===== src/rtl/pong_pkg.sv =====
// pong_pkg
// Shared types and constants for the Pong codebase.
//   pack_state_t : power-pack controller FSM state encoding (also exported
//                  on the controller's state_dbg port)
//   H_ACTIVE / V_ACTIVE : visible screen size in pixels
//   *_DEF        : default sprite sizes used as parameter defaults
package pong_pkg;

  localparam int H_ACTIVE      = 1024;
  localparam int V_ACTIVE      = 768;

  localparam int PACK_W_DEF    = 20;
  localparam int PACK_H_DEF    = 20;
  localparam int BALL_SIZE_DEF = 16;

  // The encoding is visible on state_dbg, so the values are pinned.
  typedef enum logic [1:0] {
    WAIT   = 2'd0,
    SPAWN  = 2'd1,
    ARMED  = 2'd2,
    EFFECT = 2'd3
  } pack_state_t;

endpackage


===== src/rtl/rect_overlap.sv =====
// rect_overlap
// Combinational axis-aligned bounding-box overlap test between rectangle A
// and rectangle B, both given by their top-left corner.
//   Parameters : A_W/A_H, B_W/B_H rectangle sizes in pixels
//   a_x, a_y   : rectangle A top-left (11-bit x, 10-bit y)
//   b_x, b_y   : rectangle B top-left (11-bit x, 10-bit y)
//   hit        : high when the rectangles share at least one pixel;
//                edges that only touch do not count
module rect_overlap
  import pong_pkg::*;
#(
  parameter int A_W = BALL_SIZE_DEF,
  parameter int A_H = BALL_SIZE_DEF,
  parameter int B_W = PACK_W_DEF,
  parameter int B_H = PACK_H_DEF
) (
  input  logic [10:0] a_x,
  input  logic [9:0]  a_y,
  input  logic [10:0] b_x,
  input  logic [9:0]  b_y,
  output logic        hit
);

  // Everything is widened to 12 bits so position + size can never wrap
  // back to a small value near the right/bottom of the coordinate range.
  logic [11:0] ax, ay, bx, by;

  assign ax = {1'b0, a_x};
  assign ay = {2'b00, a_y};
  assign bx = {1'b0, b_x};
  assign by = {2'b00, b_y};

  assign hit = (ax < bx + 12'(B_W)) &&
               (ax + 12'(A_W) > bx) &&
               (ay < by + 12'(B_H)) &&
               (ay + 12'(A_H) > by);

endmodule


===== src/rtl/power_pack_ctrl.sv =====
// power_pack_ctrl
// Drives the power-pack's spawn/eaten inputs: waits SPAWN_DELAY frames,
// spawns the pack, watches for the ball overlapping it once per frame, then
// runs an EFFECT_FRAMES long power-up window before starting over.
// Optional feature macro: POWER_PACK_TIMEOUT_EN -- an uneaten pack is
// withdrawn after TIMEOUT_FRAMES frames (a hit on the same frame wins).
// Ports:
//   clk            system/pixel clock
//   reset          asynchronous, active-low reset
//   game_en        high = game running; low freezes counters and detection
//   hcount/vcount  current raster position; (0,0) marks a new frame
//   ball_x/ball_y  ball top-left
//   pack_x/pack_y  pack top-left
//   spawn          one-cycle pulse placing the pack
//   eaten          high while the pack is consumed/parked
//   effect_active  power-up effect enabled
//   effect_left    frames of effect remaining
//   state_dbg      current FSM state encoding
module power_pack_ctrl
  import pong_pkg::*;
#(
  parameter int PACK_W         = PACK_W_DEF,
  parameter int PACK_H         = PACK_H_DEF,
  parameter int BALL_SIZE      = BALL_SIZE_DEF,
  parameter int SPAWN_DELAY    = 120,
  parameter int EFFECT_FRAMES  = 300,
  parameter int TIMEOUT_FRAMES = 600
) (
  input  logic        clk,
  input  logic        reset,
  input  logic        game_en,
  input  logic [10:0] hcount,
  input  logic [9:0]  vcount,
  input  logic [10:0] ball_x,
  input  logic [9:0]  ball_y,
  input  logic [10:0] pack_x,
  input  logic [9:0]  pack_y,
  output logic        spawn,
  output logic        eaten,
  output logic        effect_active,
  output logic [8:0]  effect_left,
  output logic [1:0]  state_dbg
);

  // Frame counts share one 16-bit counter, so the frame parameters are
  // bounded to that range; effect_left is 9 bits wide.
  if (SPAWN_DELAY < 1 || SPAWN_DELAY > 65536) begin : g_bad_spawn_delay
    $error("power_pack_ctrl: SPAWN_DELAY must be in 1..65536");
  end
  if (EFFECT_FRAMES < 0 || EFFECT_FRAMES > 511) begin : g_bad_effect_frames
    $error("power_pack_ctrl: EFFECT_FRAMES must fit in 9 bits");
  end
  if (TIMEOUT_FRAMES < 1 || TIMEOUT_FRAMES > 65536) begin : g_bad_timeout
    $error("power_pack_ctrl: TIMEOUT_FRAMES must be in 1..65536");
  end

  localparam logic [15:0] DELAY_LAST  = 16'(SPAWN_DELAY - 1);
  localparam logic [8:0]  EFFECT_INIT = 9'(EFFECT_FRAMES);
`ifdef POWER_PACK_TIMEOUT_EN
  localparam logic [15:0] TIMEOUT_LAST = 16'(TIMEOUT_FRAMES - 1);
`endif

  pack_state_t state, state_next;
  logic [15:0] frame_cnt, frame_cnt_next;
  logic [8:0]  left_q, left_next;
  logic        frame_tick;
  logic        hit;

  // Frozen frames never produce a tick, so an overlap seen while game_en
  // is low is simply dropped instead of being remembered.
  assign frame_tick = game_en && (hcount == 11'd0) && (vcount == 10'd0);

  rect_overlap #(
    .A_W (BALL_SIZE),
    .A_H (BALL_SIZE),
    .B_W (PACK_W),
    .B_H (PACK_H)
  ) u_overlap (
    .a_x (ball_x),
    .a_y (ball_y),
    .b_x (pack_x),
    .b_y (pack_y),
    .hit (hit)
  );

  // State and counters; reset parks the pack and kills any running effect
  // without waiting for a clock edge.
  always_ff @(posedge clk or negedge reset) begin
    if (!reset) begin
      state     <= WAIT;
      frame_cnt <= '0;
      left_q    <= '0;
    end else begin
      state     <= state_next;
      frame_cnt <= frame_cnt_next;
      left_q    <= left_next;
    end
  end

  // Next-state logic and state-decoded outputs. frame_cnt is reused as the
  // ARMED timeout counter; it is always zero on entry to ARMED because the
  // WAIT->SPAWN transition clears it.
  always_comb begin
    state_next     = state;
    frame_cnt_next = frame_cnt;
    left_next      = left_q;
    spawn          = 1'b0;
    eaten          = 1'b1;
    effect_active  = 1'b0;

    case (state)
      WAIT: begin
        if (frame_tick) begin
          if (frame_cnt == DELAY_LAST) begin
            state_next     = SPAWN;
            frame_cnt_next = '0;
          end else begin
            frame_cnt_next = frame_cnt + 16'd1;
          end
        end
      end

      SPAWN: begin
        spawn      = 1'b1;
        eaten      = 1'b0;
        state_next = ARMED;
      end

      ARMED: begin
        eaten = 1'b0;
        if (frame_tick) begin
          if (hit) begin
            state_next     = EFFECT;
            left_next      = EFFECT_INIT;
            frame_cnt_next = '0;
          end
`ifdef POWER_PACK_TIMEOUT_EN
          else if (frame_cnt == TIMEOUT_LAST) begin
            state_next     = WAIT;
            frame_cnt_next = '0;
          end else begin
            frame_cnt_next = frame_cnt + 16'd1;
          end
`endif
        end
      end

      EFFECT: begin
        effect_active = 1'b1;
        if (frame_tick) begin
          if (left_q <= 9'd1) begin
            left_next  = '0;
            state_next = WAIT;
          end else begin
            left_next = left_q - 9'd1;
          end
        end
      end

      default: state_next = WAIT;
    endcase
  end

  assign effect_left = left_q;
  assign state_dbg   = state;

endmodule

===== config.mk =====
export PLATFORM = sky130hd
export DESIGN_NAME = power_pack_ctrl
export DESIGN_NICKNAME = d
export VERILOG_FILES = /design/src/rtl/pong_pkg.sv /design/src/rtl/rect_overlap.sv /design/src/rtl/power_pack_ctrl.sv
export SDC_FILE = /design/constraint.sdc
export NUM_CORES = 1
export LEC_CHECK = 0
export CAP_MARGIN = 40
export CORE_MARGIN = 3
export CORE_UTILIZATION = 40
export DETAILED_ROUTE_END_ITERATION = 10
export GPL_TIMING_DRIVEN = 0
export PLACE_DENSITY = 0.68
export SYNTH_ARGS = -nofsm -noshare
export SYNTH_HDL_FRONTEND = slang
export SYNTH_HIERARCHICAL = 1
export SYNTH_SLANG_ARGS = --single-unit
export TNS_END_PERCENT = 5

===== constraint.sdc =====
create_clock -name clk -period 2.4 [get_ports clk]
set_input_delay 0.48 -clock clk [delete_from_list [all_inputs] [get_ports clk]]
set_output_delay 0.48 -clock clk [all_outputs]
set_load 0.03 [all_outputs]

==> impl.org <==
** Clock network
- Clock latency on the worst-skew pair, taken at its later pin, is 0.28 ns.
- Sink count of the clock tree :: 27
- Number of hold buffers added after CTS :: 0
- Clock buffer count from CTS :: 3
- Clock transition at the registers of the reported paths :: 0.10 ns
- Buffers from clock root to sink, at most :: 2
- CTS root buffer :: sky130_fd_sc_hd__clkbuf_8
- TritonCTS clock tree :: yes
- H-tree lvl count :: 1

** Worst hold path
- Hold Path Origin :: frame_cnt[1]
- Class of the tightest hold or removal check :: flip-flop to flip-flop
- Count of cells along the worst hold path :: 2

** Floorplan
- Number of top-level pins :: 80
- Floorplan Core Area :: 7331 um^2
- Initial core utilization :: 0.4175
- The die is 93.47 um wide.
- The floorplan has 31 rows.
- Die area :: 8737 um^2
- The die is 93.47 um tall.

** Critical path
- The critical path starts at pack_x[6].
- The worst setup path is launched from an input pin.
- For the worst flop-to-flop path, the logic depth is 7.
- In this run the critical register-to-register path is launched from state_dbg[0].
- Largest fanout on the critical path :: 3
- At the worst endpoint, the arrival time is 3.57 ns.
- For the worst setup path, the data required time is 2.61 ns.
- Walking the worst path, the cells encountered are dlygate4sd2_1, inv_2, buf_4, or3b_4, xnor2_2, ha_4, a211oi_2, nand3_1, o21ai_2, and4bb_2, mux2_4, nand4_1, or4_4, or3_4, a21oi_2.
- The slowest stage of the critical path belongs to the cell sky130_fd_sc_hd__or4_4.
- The largest single stage delay on the critical path is 0.46 ns.
- Together, buffers and inverters on the worst path number 3.
- The kind of cell with the highest combined delay along the critical path is simple AND/OR/NAND/NOR gates.
- The critical path runs through a total of 15 cells.
- Kind of capture point of the worst setup path :: flip-flop
- The critical path is of the input pin to flip-flop type.

** Drt
- Vias per Instance :: 5.637
- Via Count :: 3213
- Number of DRC violations after detailed routing :: 0
- Average wire per standard cell :: 15.23 um
- Starting DRT DRC Count :: 157
- Count of TritonRoute iterations in the first routing pass :: 4
- For this block, the routed nets add up to 8682 um of wire.
- The detail route stage leaves a number of antenna-violating nets equal to 0.

** Synthesis
- For this run, the leading register cell type out of synthesis is sky130_fd_sc_hd__dfrtp_1.
- Synthesis handed over a netlist of 369 instances.
- The share of the Yosys chip area taken by registers is 0.2208.
- Synthesis instantiated 55 different standard cells from the library.
- Post-Synthesis Cell Area :: 3060 um^2
- Top cells by count, synth :: sky130_fd_sc_hd__ha_1, sky130_fd_sc_hd__inv_1, sky130_fd_sc_hd__dfrtp_1, sky130_fd_sc_hd__xnor2_1, sky130_fd_sc_hd__o21ai_0
- The synthesized design contains 0 enable-type register cells.
- Post-synthesis area per instance :: 8.294 um^2
- Most numerous cell in the Yosys netlist :: sky130_fd_sc_hd__ha_1
- Dominant cells by area after synthesis :: sky130_fd_sc_hd__dfrtp_1, sky130_fd_sc_hd__ha_1, sky130_fd_sc_hd__xnor2_1, sky130_fd_sc_hd__inv_1, sky130_fd_sc_hd__o21ai_0
- When the netlist entered floorplanning its net count stood at 484.
- In this run, synthesis produced a sequential element count of 27.
- For this run, the number of Yosys warnings is 6.
- Fraction of synthesized cell area taken by the top area cell type :: 0.2208
- Fraction of synthesis flops using an asynchronous set or reset pin :: 1.000
- sky130_fd_sc_hd__dfrtp_1 takes more of the synthesized area than any other cell.

** Placed design
- Placement Cell Area :: 3990 um^2
- Count of input and output buffers :: 79
- The congestion estimate from routability-driven global placement came to 0.8695.
- The HPWL after detailed placement is 6246 um.

** Job
- Max-cap violations in this run came to 0.

** GRT
- Antenna violations before repair :: 0
- GRT met2 Usage :: 0.3413
- Grt met3 use :: 0.02011
- Global routing usage summed across all routing layers :: 0.1924
- After global routing, the most crowded layer is met2.
- Met1 track demand over resource :: 0.2498
- Entering global routing, the biggest net connects 18 pins.
- Wire length of the first global-routing pass :: 14030 um
- For this run the aggregate overflow at the end of global routing stands at 0.
- The via count of the first global-routing pass came to 3153.

** Power
- Net switching power :: 0.3563 mW
- Power consumption :: 1.169 mW
- Across the VDD grid, the largest voltage drop is 0.0001607 V.
- Pwr per Cell Area :: 260.7 nW/um^2
- Comb power frac :: 0.385
- For this design the static power due to leakage is 2.002 nW.
- The share of total power dissipated in the clock network is 0.226.
- Internal power comes to 0.8125 mW.
- Sw frac :: 0.3048
- The share of total power dissipated in sequential elements is 0.389.

** Cells and area
- Of the cells placed in the final design, the portion with a size suffix greater than 1 is 0.2357.
- In the final design database the tool counted 587 nets.
- Final Cell Area :: 4483 um^2
- The filler cells instantiated in the layout total 602.
- Relative to the synthesized area, the layout overhead comes to 46.48%.
- Antenna Cells :: 0

** Outcome
- Status :: finished, violations left
- Violations in the final reports :: negative setup slack

** Timing
- Slew headroom :: 0.4491
- Fin. Hold Viols :: 0
- Worst clock skew on the final layout :: 0.009129 ns
- Setup repair after global routing could not meet its margin everywhere.
- Counting I/O delays and the setup requirement, the final critical path takes 3.352 ns.
- Peak Freq :: 0.2983 GHz
- Setup slack of the critical path after layout :: -0.9521 ns
- Of the available clock period, the critical path in the final layout requires 1.397.
- The final-report max-slew violation count is 0.
- Transition time at the pin with the least slew margin :: 0.8238 ns
- Setup violations remaining at the end of the flow were counted as 27.
==> state kept, by name (all words and copies together), names as in the netlist <==
signal	flops
effect_left	9
frame_cnt	16
state_dbg	2
==> path summary, 6_finish.rpt <==
check	to	slack (ns)
worst max register to register	frame_cnt[6]	0.14
worst min register to register	frame_cnt[1]	0.56
worst min-delay path	frame_cnt[1]	0.56
max in group asynchronous	frame_cnt[1]	1.18
min in group asynchronous	frame_cnt[6]	0.67
worst max-delay path	frame_cnt[15]	-0.95
==> what timing repair did <==
item	4_1_cts	5_1_grt
setup endpoints to repair	27	28
cloned	0	0
setup buffers	15	3
gates resized for setup	101	72
hold endpoints to repair	0	0
pin swaps	27	35
==> per-layer routing <==
layer,wire [um],vias up,part of all wire
li1,-,1581,-
met1,3849,1524,0.44
met2,4305,95,0.50
met3,395,13,0.045
met4,132,0,0.015
met5,0,-,0
==> through the flow <==
stage,utilization,TNS (ns),worst slack (ns),hold slack (ns),std cells
final,0.6115,-19.77,-0.9521,0.5602,570
after global placement,0.5422,-46.49,-1.965,0.5296,547
after floorplan,-,-17.87,-0.9433,0.1844,369
after global routing,0.6115,-23.24,-1.046,0.5919,570
after detailed placement,0.5443,-47.29,-1.966,0.5482,548
after CTS,0.5875,-20.48,-1.025,0.5622,567
==> cell usage in the layout (no fill, tap or decap), drive strengths merged, types with 4 or more instances in the layout <==
cell           synthesis  final
a211oi                 8      8
a21o                   5      5
a21oi                 21     21
a22oi                  4      4
and3                   4      4
and4                   6      6
buf                    2     29
clkbuf                 5     19
clkdlybuf4s50          0     52
dfrtp                 27     27
dlygate4sd2            0      5
ha                    49     49
inv                   41     41
nand2                 13     13
nand3                 17     17
nand4                 12     12
nor2                  21     21
nor3                   8      8
nor4                  16     16
o211ai                 4      4
o21ai                 22     22
o22ai                  4      4
or3                    6      6
or4                    4      4
xnor2                 25     25
xor2                   6      6
==> cells by family after synthesis <==
family / after synthesis / synth area share
adders and majority gates: 49 / 0.2003
AOI/OAI and AO/OA: 84 / 0.1766
muxes: 4 / 0.01349
and+or+nand+nor: 126 / 0.2404
xor gates and xnor gates: 31 / 0.08872
DFF: 27 / 0.2208
buffers and inverters: 48 / 0.05969
==> power groups by stage <==
stage / clock, mW / sequential, mW / combinational, mW
2_1_floorplan: 0 / 0.464 / 0.194
3_3_place_gp: 0 / 0.464 / 0.369
3_5_place_dp: 0 / 0.464 / 0.379
4_1_cts: 0.264 / 0.455 / 0.414
5_1_grt: 0.281 / 0.455 / 0.499
6_report: 0.264 / 0.455 / 0.450
==> worst reg2reg max path, stage by stage (launching register included) <==
cell,delay [ns]
sky130_fd_sc_hd__dfrtp_1,0.43
sky130_fd_sc_hd__inv_1,0.12
sky130_fd_sc_hd__ha_1,0.14
sky130_fd_sc_hd__buf_2,0.22
sky130_fd_sc_hd__o211ai_1,0.36
sky130_fd_sc_hd__nor4_4,0.39
sky130_fd_sc_hd__or3b_1,0.38
sky130_fd_sc_hd__a21oi_1,0.16
==> layout make-up <==
class / instances / area [um^2] / share of cell area
Multi-Input combinational cell: 294 / 2551 / 0.5691
Timing Repair Buffer: 98 / 884.6 / 0.1973
Sequential cell: 27 / 675.6 / 0.1507
Inverter: 41 / 153.9 / 0.03433
Tap cell: 99 / 123.9 / 0.02763
Buffer: 7 / 48.80 / 0.01088
Clock buffer: 4 / 45.04 / 0.01005
(Power assumes the default switching activity.)
